$ cat src/rtl/sim_mailbox_pkg.sv
`default_nettype none
// ============================================================================
// Module   : sim_mailbox_pkg
// Brief    : Shared constants and helpers for the simulation test mailbox:
//            register offsets, STATUS bit positions, watchdog fail code and
//            the byte-mask merge used by the read/write registers.
// Revision : 1.0 - initial release
// ============================================================================
package sim_mailbox_pkg;

    // Byte offsets of the mailbox registers; only bits [4:2] are decoded.
    localparam logic [4:0] OFS_TOHOST = 5'h00;
    localparam logic [4:0] OFS_STATUS = 5'h04;
    localparam logic [4:0] OFS_TXDATA = 5'h08;
    localparam logic [4:0] OFS_WDOG   = 5'h0C;
    localparam logic [4:0] OFS_CYCLE  = 5'h10;

    // STATUS register bit positions.
    localparam int unsigned STAT_DONE         = 0;
    localparam int unsigned STAT_PASS         = 1;
    localparam int unsigned STAT_WDOG_EXPIRED = 2;
    localparam int unsigned STAT_FIFO_FULL    = 3;
    localparam int unsigned STAT_FIFO_EMPTY   = 4;

    // Test number reported when the watchdog ends the test.
    localparam logic [15:0] WDOG_FAIL_NUM = 16'hFFFF;

    // Replace the bytes of old_val selected by mask with those of new_val.
    function automatic logic [31:0] merge_bytes(
        input logic [31:0] old_val,
        input logic [31:0] new_val,
        input logic [3:0]  mask
    );
        logic [31:0] w_res;
        w_res = old_val;
        for (int b = 0; b < 4; b++) begin
            if (mask[b]) begin
                w_res[8*b +: 8] = new_val[8*b +: 8];
            end
        end
        return w_res;
    endfunction

endpackage
`default_nettype wire

$ cat src/rtl/sim_mailbox_con_fifo.sv
`default_nettype none
// ============================================================================
// Module   : sim_mailbox_con_fifo
// Brief    : Register-based synchronous FIFO for console bytes. Fullness is
//            judged on the count at the start of the cycle, so a push into a
//            full FIFO is rejected even when a pop happens in the same cycle.
//            The head entry is presented from a register.
// Revision : 1.0 - initial release
// ============================================================================
module sim_mailbox_con_fifo #(
    parameter int unsigned DEPTH = 8,
    parameter int unsigned WIDTH = 8
) (
    input  logic             clk,
    input  logic             rst,
    input  logic             i_push,
    input  logic [WIDTH-1:0] i_push_data,
    input  logic             i_pop,
    output logic [WIDTH-1:0] o_pop_data,
    output logic             o_full,
    output logic             o_empty
);

    localparam int unsigned        c_ptr_w    = $clog2(DEPTH);
    localparam int unsigned        c_cnt_w    = $clog2(DEPTH) + 1;
    localparam logic [c_cnt_w-1:0] c_full_cnt = c_cnt_w'(DEPTH);
    localparam logic [c_cnt_w-1:0] c_one_cnt  = c_cnt_w'(1);

    logic [WIDTH-1:0]   r_mem [DEPTH];
    logic [c_ptr_w-1:0] r_wr_ptr;
    logic [c_ptr_w-1:0] r_rd_ptr;
    logic [c_ptr_w-1:0] w_rd_ptr_nxt;
    logic [c_cnt_w-1:0] r_count;
    logic [WIDTH-1:0]   r_head;
    logic               w_push_ok;
    logic               w_pop_ok;

    assign o_full       = (r_count == c_full_cnt);
    assign o_empty      = (r_count == '0);
    assign w_push_ok    = i_push && !o_full;
    assign w_pop_ok     = i_pop && !o_empty;
    assign w_rd_ptr_nxt = r_rd_ptr + 1'b1;
    assign o_pop_data   = r_head;

    // Storage array: written only on an accepted push.
    always_ff @(posedge clk) begin
        if (w_push_ok) begin
            r_mem[r_wr_ptr] <= i_push_data;
        end
    end

    // Pointers, occupancy and the registered head entry.
    always_ff @(posedge clk) begin
        if (rst) begin
            r_wr_ptr <= '0;
            r_rd_ptr <= '0;
            r_count  <= '0;
            r_head   <= '0;
        end else begin
            if (w_push_ok) begin
                r_wr_ptr <= r_wr_ptr + 1'b1;
            end
            if (w_pop_ok) begin
                r_rd_ptr <= w_rd_ptr_nxt;
            end
            r_count <= r_count + c_cnt_w'(w_push_ok) - c_cnt_w'(w_pop_ok);
            // Head follows the next entry on a pop, or the new byte when it
            // lands in an empty (or just emptied) FIFO.
            if (w_pop_ok) begin
                if (r_count == c_one_cnt) begin
                    if (w_push_ok) begin
                        r_head <= i_push_data;
                    end
                end else begin
                    r_head <= r_mem[w_rd_ptr_nxt];
                end
            end else if (w_push_ok && o_empty) begin
                r_head <= i_push_data;
            end
        end
    end

endmodule
`default_nettype wire

$ cat src/rtl/sim_test_mailbox.sv
`default_nettype none
// ============================================================================
// Module   : sim_test_mailbox
// Brief    : ICB slave through which firmware reports test completion
//            (riscv-tests TOHOST convention), with a console byte FIFO, a
//            watchdog that fails a hung test and a cycle counter that
//            freezes once the test is done.
// Revision : 1.0 - initial release
// ============================================================================
module sim_test_mailbox
    import sim_mailbox_pkg::*;
#(
    parameter int unsigned TX_FIFO_DEPTH = 8,
    parameter logic [31:0] WDOG_DEFAULT  = 32'd0,
    parameter int          SIM_DELAY     = 1
) (
    input  logic        clk,
    input  logic        rst,
    input  logic [31:0] s_icb_cmd_addr,
    input  logic        s_icb_cmd_read,
    input  logic [31:0] s_icb_cmd_wdata,
    input  logic [3:0]  s_icb_cmd_wmask,
    input  logic        s_icb_cmd_valid,
    output logic        s_icb_cmd_ready,
    output logic [31:0] s_icb_rsp_rdata,
    output logic        s_icb_rsp_err,
    output logic        s_icb_rsp_valid,
    input  logic        s_icb_rsp_ready,
    output logic        test_done,
    output logic        test_pass,
    output logic [15:0] test_num,
    output logic [7:0]  con_data,
    output logic        con_valid,
    input  logic        con_ready
);

    // Reject unsupported configurations at elaboration time.
    if (!(TX_FIFO_DEPTH == 2 || TX_FIFO_DEPTH == 4 || TX_FIFO_DEPTH == 8 ||
          TX_FIFO_DEPTH == 16) || SIM_DELAY < 0) begin : g_bad_cfg
        $error("sim_test_mailbox: unsupported TX_FIFO_DEPTH or SIM_DELAY");
    end

    logic        r_rsp_valid;
    logic [31:0] r_rsp_rdata;
    logic        r_rsp_err;
    logic [31:0] r_tohost;
    logic [31:0] r_wdog;
    logic [31:0] r_cycle;
    logic        r_done;
    logic        r_pass;
    logic        r_expired;
    logic [15:0] r_num;

    logic        w_accept;
    logic        w_wr;
    logic [4:0]  w_ofs;
    logic        w_sel_tohost;
    logic        w_sel_status;
    logic        w_sel_txdata;
    logic        w_sel_wdog;
    logic        w_sel_cycle;
    logic [31:0] w_tohost_merged;
    logic [31:0] w_wdog_merged;
    logic        w_result_wr;
    logic        w_wdog_wr;
    logic        w_wdog_expire;
    logic        w_push;
    logic        w_fifo_full;
    logic        w_fifo_empty;
    logic [31:0] w_status;
    logic [31:0] w_rdata;
    logic        w_err;
    logic        w_unused_addr_bits;

    // Address bits outside the register window are ignored.
    assign w_unused_addr_bits = ^{s_icb_cmd_addr[31:5], s_icb_cmd_addr[1:0]};

    assign s_icb_cmd_ready = !r_rsp_valid || s_icb_rsp_ready;
    assign w_accept        = s_icb_cmd_valid && s_icb_cmd_ready;
    assign w_wr            = w_accept && !s_icb_cmd_read;
    assign w_ofs           = {s_icb_cmd_addr[4:2], 2'b00};

    assign w_sel_tohost = (w_ofs == OFS_TOHOST);
    assign w_sel_status = (w_ofs == OFS_STATUS);
    assign w_sel_txdata = (w_ofs == OFS_TXDATA);
    assign w_sel_wdog   = (w_ofs == OFS_WDOG);
    assign w_sel_cycle  = (w_ofs == OFS_CYCLE);

    assign w_tohost_merged = merge_bytes(r_tohost, s_icb_cmd_wdata, s_icb_cmd_wmask);
    assign w_wdog_merged   = merge_bytes(r_wdog, s_icb_cmd_wdata, s_icb_cmd_wmask);

    // Only the first result write (bit0 set) decides the outcome.
    assign w_result_wr = w_wr && w_sel_tohost && w_tohost_merged[0] && !r_done;
    assign w_wdog_wr   = w_wr && w_sel_wdog;
    // A reload in the expiry cycle cancels it; a same-cycle result beats it.
    assign w_wdog_expire = !w_wdog_wr && !r_done && (r_wdog == 32'd1) && !w_result_wr;
    assign w_push        = w_wr && w_sel_txdata && s_icb_cmd_wmask[0];

    // STATUS word assembled from the live flags.
    always_comb begin
        w_status                    = '0;
        w_status[STAT_DONE]         = r_done;
        w_status[STAT_PASS]         = r_pass;
        w_status[STAT_WDOG_EXPIRED] = r_expired;
        w_status[STAT_FIFO_FULL]    = w_fifo_full;
        w_status[STAT_FIFO_EMPTY]   = w_fifo_empty;
    end

    // Read data and error for the command being accepted this cycle.
    always_comb begin
        w_rdata = '0;
        w_err   = 1'b0;
        if (w_sel_tohost) begin
            if (s_icb_cmd_read) w_rdata = r_tohost;
        end else if (w_sel_status) begin
            if (s_icb_cmd_read) w_rdata = w_status;
            else                w_err   = 1'b1;
        end else if (w_sel_txdata) begin
            if (!s_icb_cmd_read && s_icb_cmd_wmask[0] && w_fifo_full) w_err = 1'b1;
        end else if (w_sel_wdog) begin
            if (s_icb_cmd_read) w_rdata = r_wdog;
        end else if (w_sel_cycle) begin
            if (s_icb_cmd_read) w_rdata = r_cycle;
            else                w_err   = 1'b1;
        end else begin
            w_err = 1'b1;
        end
    end

    // Response channel: one outstanding response, held until rsp_ready.
    always_ff @(posedge clk) begin
        if (rst) begin
            r_rsp_valid <= 1'b0;
            r_rsp_rdata <= '0;
            r_rsp_err   <= 1'b0;
        end else if (w_accept) begin
            r_rsp_valid <= 1'b1;
            r_rsp_rdata <= w_rdata;
            r_rsp_err   <= w_err;
        end else if (s_icb_rsp_ready) begin
            r_rsp_valid <= 1'b0;
        end
    end

    // TOHOST storage, test result, watchdog and cycle counter.
    always_ff @(posedge clk) begin
        if (rst) begin
            r_tohost  <= '0;
            r_wdog    <= WDOG_DEFAULT;
            r_cycle   <= '0;
            r_done    <= 1'b0;
            r_pass    <= 1'b0;
            r_expired <= 1'b0;
            r_num     <= '0;
        end else begin
            if (w_wr && w_sel_tohost) begin
                r_tohost <= w_tohost_merged;
            end
            if (w_wdog_wr) begin
                r_wdog <= w_wdog_merged;
            end else if (!r_done && (r_wdog != 32'd0)) begin
                r_wdog <= r_wdog - 32'd1;
            end
            if (!r_done) begin
                r_cycle <= r_cycle + 32'd1;
            end
            if (w_result_wr) begin
                r_done <= 1'b1;
                r_pass <= (w_tohost_merged == 32'd1);
                r_num  <= w_tohost_merged[16:1];
            end else if (w_wdog_expire) begin
                r_done    <= 1'b1;
                r_pass    <= 1'b0;
                r_num     <= WDOG_FAIL_NUM;
                r_expired <= 1'b1;
            end
        end
    end

    sim_mailbox_con_fifo #(
        .DEPTH (TX_FIFO_DEPTH),
        .WIDTH (8)
    ) u_con_fifo (
        .clk         (clk),
        .rst         (rst),
        .i_push      (w_push),
        .i_push_data (s_icb_cmd_wdata[7:0]),
        .i_pop       (con_ready),
        .o_pop_data  (con_data),
        .o_full      (w_fifo_full),
        .o_empty     (w_fifo_empty)
    );

    assign s_icb_rsp_valid = r_rsp_valid;
    assign s_icb_rsp_rdata = r_rsp_rdata;
    assign s_icb_rsp_err   = r_rsp_err;
    assign test_done       = r_done;
    assign test_pass       = r_pass;
    assign test_num        = r_num;
    assign con_valid       = !w_fifo_empty;

endmodule
`default_nettype wire

$ cat config.mk
export PLATFORM = sky130hd
export DESIGN_NAME = sim_test_mailbox
export DESIGN_NICKNAME = d
export VERILOG_FILES = /design/src/rtl/sim_mailbox_pkg.sv /design/src/rtl/sim_mailbox_con_fifo.sv /design/src/rtl/sim_test_mailbox.sv
export SDC_FILE = /design/constraint.sdc
export NUM_CORES = 1
export LEC_CHECK = 0
export CORE_MARGIN = 2
export CORE_UTILIZATION = 48
export DETAILED_ROUTE_END_ITERATION = 6
export GPL_ROUTABILITY_DRIVEN = 0
export GPL_TIMING_DRIVEN = 0
export PLACE_DENSITY_LB_ADDON = 0.2
export SETUP_SLACK_MARGIN = 0.2
export SYNTH_ARGS = -nofsm -noshare
export SYNTH_HDL_FRONTEND = slang
export SYNTH_SLANG_ARGS = --single-unit
$ cat constraint.sdc
create_clock -name clk -period 3.9 [get_ports clk]
set_input_delay 0.585 -clock clk [delete_from_list [all_inputs] [get_ports clk]]
set_output_delay 0.585 -clock clk [all_outputs]
set_load 0.02 [all_outputs]
==> flow_summary.json, run 1 <==
{
  "finalSetupViolations": 0,
  "critical_path_class": "primary input to register",
  "globalRouteTotalUtil_pct": 27.8,
  "area_growth_pct": 21.9,
  "mostFrequentLayoutCells": "dfxtp_1 (167), nor2_1 (117), nand2_1 (108)",
  "synth_top_area_share_pct": 31.0,
  "preCtsSetupSlack_ns": -0.295,
  "worst_pin_slew_ns": 1.23,
  "hp-class": "primary input to register",
  "fin_hold_ws_ns": 0.444,
  "insertion_delay_ns": 0.54,
  "ctsRootBufferMaster": "clkbuf_16",
  "max_freq_ghz": 0.294,
  "core_area_mm2": 0.0220,
  "dieArea_mm2": 0.0237,
  "rsz0062_at_grt": "no",
  "cts_tree": "done",
  "drt_first_pass_iters": 6,
  "fin_crit_ns": 3.40,
  "status": "completed",
  "synth_area_mm2": 0.0108,
  "vias_per_cell": 6.10,
  "cts_setup_buffers": 0,
  "cp.required_ns": 4.06,
  "yosysSeqAreaShare_pct": 48.8,
  "syn_area_per_cell_um2": 9.54,
  "rows": 54,
  "synth_cell_type_count": 71,
  "synth_top_area_cell": "dfxtp_1",
  "finalHoldViolCount": 0,
  "critPathArrivalTime_ns": 3.56,
  "synth.area.top_cells": "dfxtp_1 (31%), edfxtp_1 (18%), a21oi_1 (4.5%), nor2_1 (4.1%), nand2_1 (3.8%)",
  "routedWlPerCell_um": 21.5,
  "htreeDepth": 1,
  "routed_wl_um": 33600,
  "final_nets": 1346,
  "io_buffers": 102,
  "grt_pass1_wl_um": 51200,
  "start_kind": "primary input",
  "relSlewSlack_pct": 17.6,
  "timing.final.ws_setup_ns": 0.502,
  "die_w_um": 154,
  "cts_resized": 0,
  "crit_chain": "clkdlybuf4s50_1 > nand2b_1 > nand3_1 > nor3b_1 > nand2_1 > nor2_1",
  "crit_path_max_incr_delay_ns": 1.05,
  "pwr_density_cell_mw_per_mm2": 677,
  "ys_warn_count": 0,
  "initial_utilization_pct": 49.2,
  "synth_nets": 1217,
  "drt-initial-drc-count": 1048,
  "synth_cells": 1131,
  "clockBufferDepth": 3,
  "dpl.hpwl_um": 24300,
  "skew_ns": 0.0122,
  "io_pins": 136,
  "synth_edf_count": 64,
  "synthArstFlopShare_pct": 0,
  "final_common_cell": "dfxtp_1",
  "drive_gt1_share_pct": 8.37,
  "cts.hold.buffers_added": 0,
  "antenna_found_initial": 0,
  "placedCellCount": 1513,
  "grt_pass1_vias": 8900,
  "finalSetupTns_ns": 0,
  "ir_drop_mv": 0.297,
  "cpMaxStageDelayCell": "nor3b_1",
  "cts.clk_slew.worst_paths_ns": 0.07,
  "grt_max_degree": 16,
  "drtAntennaViolNets": 0,
  "grt_overflow": 0,
  "layout.cells.non_filler": 1559,
  "ys_seq_elements": 231,
  "synth_top_flop_cell": "dfxtp_1",
  "die_h_um": 154,
  "cap_violations": 0,
  "antenna_cells": 0,
  "cts_sinks": 231,
  "cts_buffers": 25,
  "finalCritPeriodShare_pct": 87.1,
  "routed-via-count": 9503,
  "maxSlewViolCount": 0,
  "route.detailed.drc": 0,
  "cp_max_fo": 8,
  "crit_path_end_kind": "register",
  "leakagePower_uw": 0.00443
}
[per-stage QoR]
step / power, uW / instance area [um2] / utilization [%]
after CTS: 8860 / 13100 / 59.9
final: 8910 / 13200 / 59.9
after global routing: 9320 / 13200 / 59.9
after floorplan: 5210 / 10800 / -
after detailed placement: 6100 / 12200 / 55.4
after global placement: 6060 / 12200 / 55.4
[cells by family (layout without fill, tap and decap cells)]
kind of cell	after synthesis	count (layout)	synth area share, %
DFF	231	231	48.8
and+or+nand+nor	410	410	18.4
adders and majority gates	12	12	1.46
muxes	47	47	6.23
xor gates and xnor gates	35	35	2.84
AOI/OAI and AO/OA	299	299	17.9
buffers and inverters	97	245	4.30
[where the power goes]
part / total, uW / internal, uW / switching (uW)
Sequential: 3060 / 2740 / 320
Combinational: 3070 / 1300 / 1780
Clock: 2770 / 1740 / 1020
[metal layers]
layer,up-vias,global-route usage [%],routed length [um]
li1,4443,-,-
met1,4472,41.5,14800
met2,518,40.7,14100
met3,70,6.37,3840
met4,0,7.08,846
met5,-,0,0
[Yosys cell counts (8+ instances only)]
master    number
a211oi_1      26
a211oi_2       8
a21o_1        11
a21oi_1       98
a222oi_1      13
a22oi_1       21
clkbuf_1      55
dfxtp_1      167
edfxtp_1      64
ha_1          11
inv_1         20
mux2i_1       30
mux4_2        16
nand2_1      108
nand3_1       42
nand4_1       12
nor2_1       117
nor3_1        40
nor4_1        14
o211ai_1      21
o21ai_0       67
or3_1         13
xnor2_1        9
xor2_1        26
[area by class of cell]
| cell class | instances | area, um2 |
|---|---|---|
| Buffer | 77 | 389 |
| Clock buffer | 32 | 736 |
| Clock inverter | 14 | 245 |
| Fill cell | 1868 | 8800 |
| Inverter | 20 | 75.1 |
| Multi-Input combinational cell | 803 | 5070 |
| Sequential cell | 231 | 5270 |
| Tap cell | 280 | 350 |
| Timing Repair Buffer | 102 | 1020 |
[worst max-delay path, delay by kind of cell]
kind                   cells  cell delay (ns)
buffers and inverters      1             0.45
and+or+nand+nor            5             2.51
[registers in the layout (all words and copies together) (netlist names), 3 cells and up]
register,flops
u_con_fifo.r_count,4
r_wdog,32
s_icb_rsp_rdata,32
u_con_fifo.r_rd_ptr,3
u_con_fifo.o_pop_data,8
r_tohost,32
test_num,16
u_con_fifo.r_wr_ptr,3
u_con_fifo.r_mem,64
r_cycle,32
[worst paths after layout]
check | startpoint | to | slack (ns) | cells past startpoint
max | s_icb_rsp_ready | u_con_fifo.r_mem[5][2] | 0.50 | 6
min | rst | r_wdog[25] | 0.44 | 3
max reg2reg | s_icb_rsp_valid | u_con_fifo.r_mem[5][2] | 0.73 | 5
min reg2reg | u_con_fifo.o_pop_data[3] | u_con_fifo.o_pop_data[3] | 0.45 | 2
Power figures use the tool's default switching activity.
==> inputs of run 2 (changes only) <==
ABC_AREA = 1   (was unset)
==> run 2 against run 1 <==
Effect of this change: design area increased by 6.0%; first-iteration DRC count increased by 9.4%; die area increased by 8.6%; synthesized cell count increased by 43%; utilization decreased by 2.3 points; critical endpoint is now u_con_fifo.r_mem[3][4]; synthesized area increased by 8.8%; sequential power decreased by 3%; worst hold slack improved by 0.019 ns.
==> flow_summary.json, run 2 <==
{
  "vias_per_cell": 5.58,
  "synth_top_area_share_pct": 28.5,
  "cp_max_fo": 9,
  "cts_buffers": 25,
  "cp.required_ns": 4.04,
  "critical_path_class": "primary input to register",
  "use_met2_pct": 44.5,
  "synth_edf_count": 64,
  "grt_overflow": 0,
  "drt-initial-drc-count": 1147,
  "pwr_density_cell_mw_per_mm2": 583,
  "leakagePower_uw": 0.00546,
  "cts.clk_slew.worst_paths_ns": 0.06,
  "maxSlewViolCount": 0,
  "ys_warn_count": 0,
  "crit_path_max_incr_delay_ns": 1.01,
  "synth_top_area_cell": "dfxtp_1",
  "drtAntennaViolNets": 0,
  "grt_pass1_wl_um": 58500,
  "routed_wl_um": 37800,
  "route.detailed.drc": 0,
  "dpl.hpwl_um": 28800,
  "synth_cell_type_count": 50,
  "largest_reg_flops": 64,
  "mostFrequentLayoutCells": "nand2_1 (315), nor2_1 (247), o21ai_0 (220)",
  "worst_pin_slew_ns": 1.33,
  "grt_pass1_vias": 10752,
  "start_kind": "primary input",
  "final_nets": 1825,
  "initial_utilization_pct": 48.6,
  "cp_num_buf_inv": 2,
  "synth_most_common_cell": "nand2_1",
  "status": "completed",
  "rows": 57,
  "utilization_pct": 57.7,
  "ys_seq_elements": 231,
  "ir_drop_mv": 0.483,
  "relSlewSlack_pct": 10.9,
  "synth_cells": 1612,
  "cp_top_family": "simple AND/OR/NAND/NOR gates",
  "routedWlPerCell_um": 18.1,
  "gr-usage-met3_pct": 3.56,
  "antenna_cells": 0,
  "synth_area_mm2": 0.0117,
  "htreeDepth": 1,
  "ctsRootBufferMaster": "clkbuf_16",
  "rsz0062_at_grt": "no",
  "synth_nets": 1698,
  "insertion_delay_ns": 0.54,
  "cts.hold.buffers_added": 0,
  "yosysSeqAreaShare_pct": 44.8,
  "synth_top_flop_cell": "dfxtp_1",
  "io_pins": 136,
  "synthTopCellsByCount": "nand2_1 (315), nor2_1 (247), o21ai_0 (220), dfxtp_1 (167), inv_1 (161)",
  "grt_max_degree": 15,
  "crit_chain": "clkdlybuf4s50_1 > inv_1 > a21oi_4 > nand2_2 > nor3_2 > nand2_1 > nor3_1",
  "clockBufferDepth": 3,
  "finalSetupViolations": 0,
  "finalHoldViolCount": 0,
  "syn_area_per_cell_um2": 7.28,
  "finalCritPeriodShare_pct": 78.5,
  "cts_resized": 0,
  "area_growth_pct": 18.7,
  "final_common_cell": "nand2_1",
  "cpMaxStageDelayCell": "nor3_1",
  "max_freq_ghz": 0.327,
  "cts_setup_buffers": 0,
  "die_h_um": 160,
  "top_register": "u_con_fifo.r_mem",
  "fin_crit_ns": 3.06,
  "globalRouteTotalUtil_pct": 28.8,
  "dieArea_mm2": 0.0257,
  "hp-class": "register to register",
  "cts_tree": "done",
  "critPathArrivalTime_ns": 3.21,
  "synthArstFlopShare_pct": 0,
  "cap_violations": 0,
  "drive_gt1_share_pct": 5.75,
  "skew_ns": 0.0128,
  "busiest_layer": "met2",
  "io_buffers": 100,
  "cts_sinks": 231,
  "use_met1_pct": 40.2,
  "finalSetupTns_ns": 0,
  "drt_first_pass_iters": 5,
  "core_area_mm2": 0.0242,
  "crit_path_end_kind": "register",
  "antenna_found_initial": 0,
  "synth.area.top_cells": "dfxtp_1 (28%), edfxtp_1 (16%), nand2_1 (10%), o21ai_0 (9.4%), nor2_1 (7.9%)",
  "die_w_um": 160,
  "routed-via-count": 11626
}
## run 2: logic make-up (layout without fill, tap and decap cells)
group                      count (synthesis)  after routing  share of synthesized area [%]
DFF                                      231            231                           44.8
buffers and inverters                    242            388                           8.10
xor gates and xnor gates                   9              9                          0.671
AOI/OAI and AO/OA                        400            400                           19.2
and+or+nand+nor                          717            717                           25.8
adders and majority gates                 12             12                           1.34
muxes                                      1              1                         0.0959
## run 2: path summary, 6_finish.rpt
path / slack [ns] / end / startpoint / cells after the start
setup / recovery: 0.84 / u_con_fifo.r_mem[3][4] / s_icb_cmd_valid / 7
hold / removal: 0.46 / test_num[15] / test_num[15] / 2
setup reg to reg: 1.04 / u_con_fifo.r_mem[3][4] / s_icb_rsp_valid / 5
hold reg to reg: 0.46 / test_num[15] / test_num[15] / 2
## run 2: where the power goes
part	leakage (uW)	switching (uW)	internal [uW]
clock network	0.000387	992	1300
registers	0.00194	264	2700
logic	0.00313	1900	976
## run 2: metal layers
layer	vias up	routed length, um
met5	-	0
met4	0	1980
met3	128	3430
met2	567	16400
met1	5313	15900
li1	5618	-
## run 2: per-stage QoR
| step | worst slack (ns) | hold slack [ns] | cell area [um2] | power (uW) | cells |
|---|---|---|---|---|---|
| after floorplan | 1.53 | 0.439 | 11700 | 4890 | 1612 |
| after global placement | 0.316 | 0.452 | 13100 | 5750 | 2036 |
| after detailed placement | 0.288 | 0.455 | 13100 | 5800 | 2036 |
| after CTS | 0.852 | 0.467 | 13900 | 8080 | 2082 |
| after global routing | 0.600 | 0.490 | 13900 | 8590 | 2082 |
| final | 0.839 | 0.463 | 13900 | 8130 | 2082 |
## run 2: worst reg2reg max path, stage by stage (launching register included)
cell and delay, ns:
dfxtp_1 0.34, a21oi_4 0.33, nand2_2 0.20, nor3_2 0.35, nand2_1 0.23, nor3_1 1.01
## run 2: final cells by class
class | instances | area, um2
Timing Repair Buffer | 100 | 1000
Clock inverter | 15 | 109
Buffer | 74 | 320
Multi-Input combinational cell | 1139 | 5530
Sequential cell | 231 | 5270
Inverter | 168 | 631
Tap cell | 324 | 405
Fill cell | 2294 | 10200
Clock buffer | 31 | 678
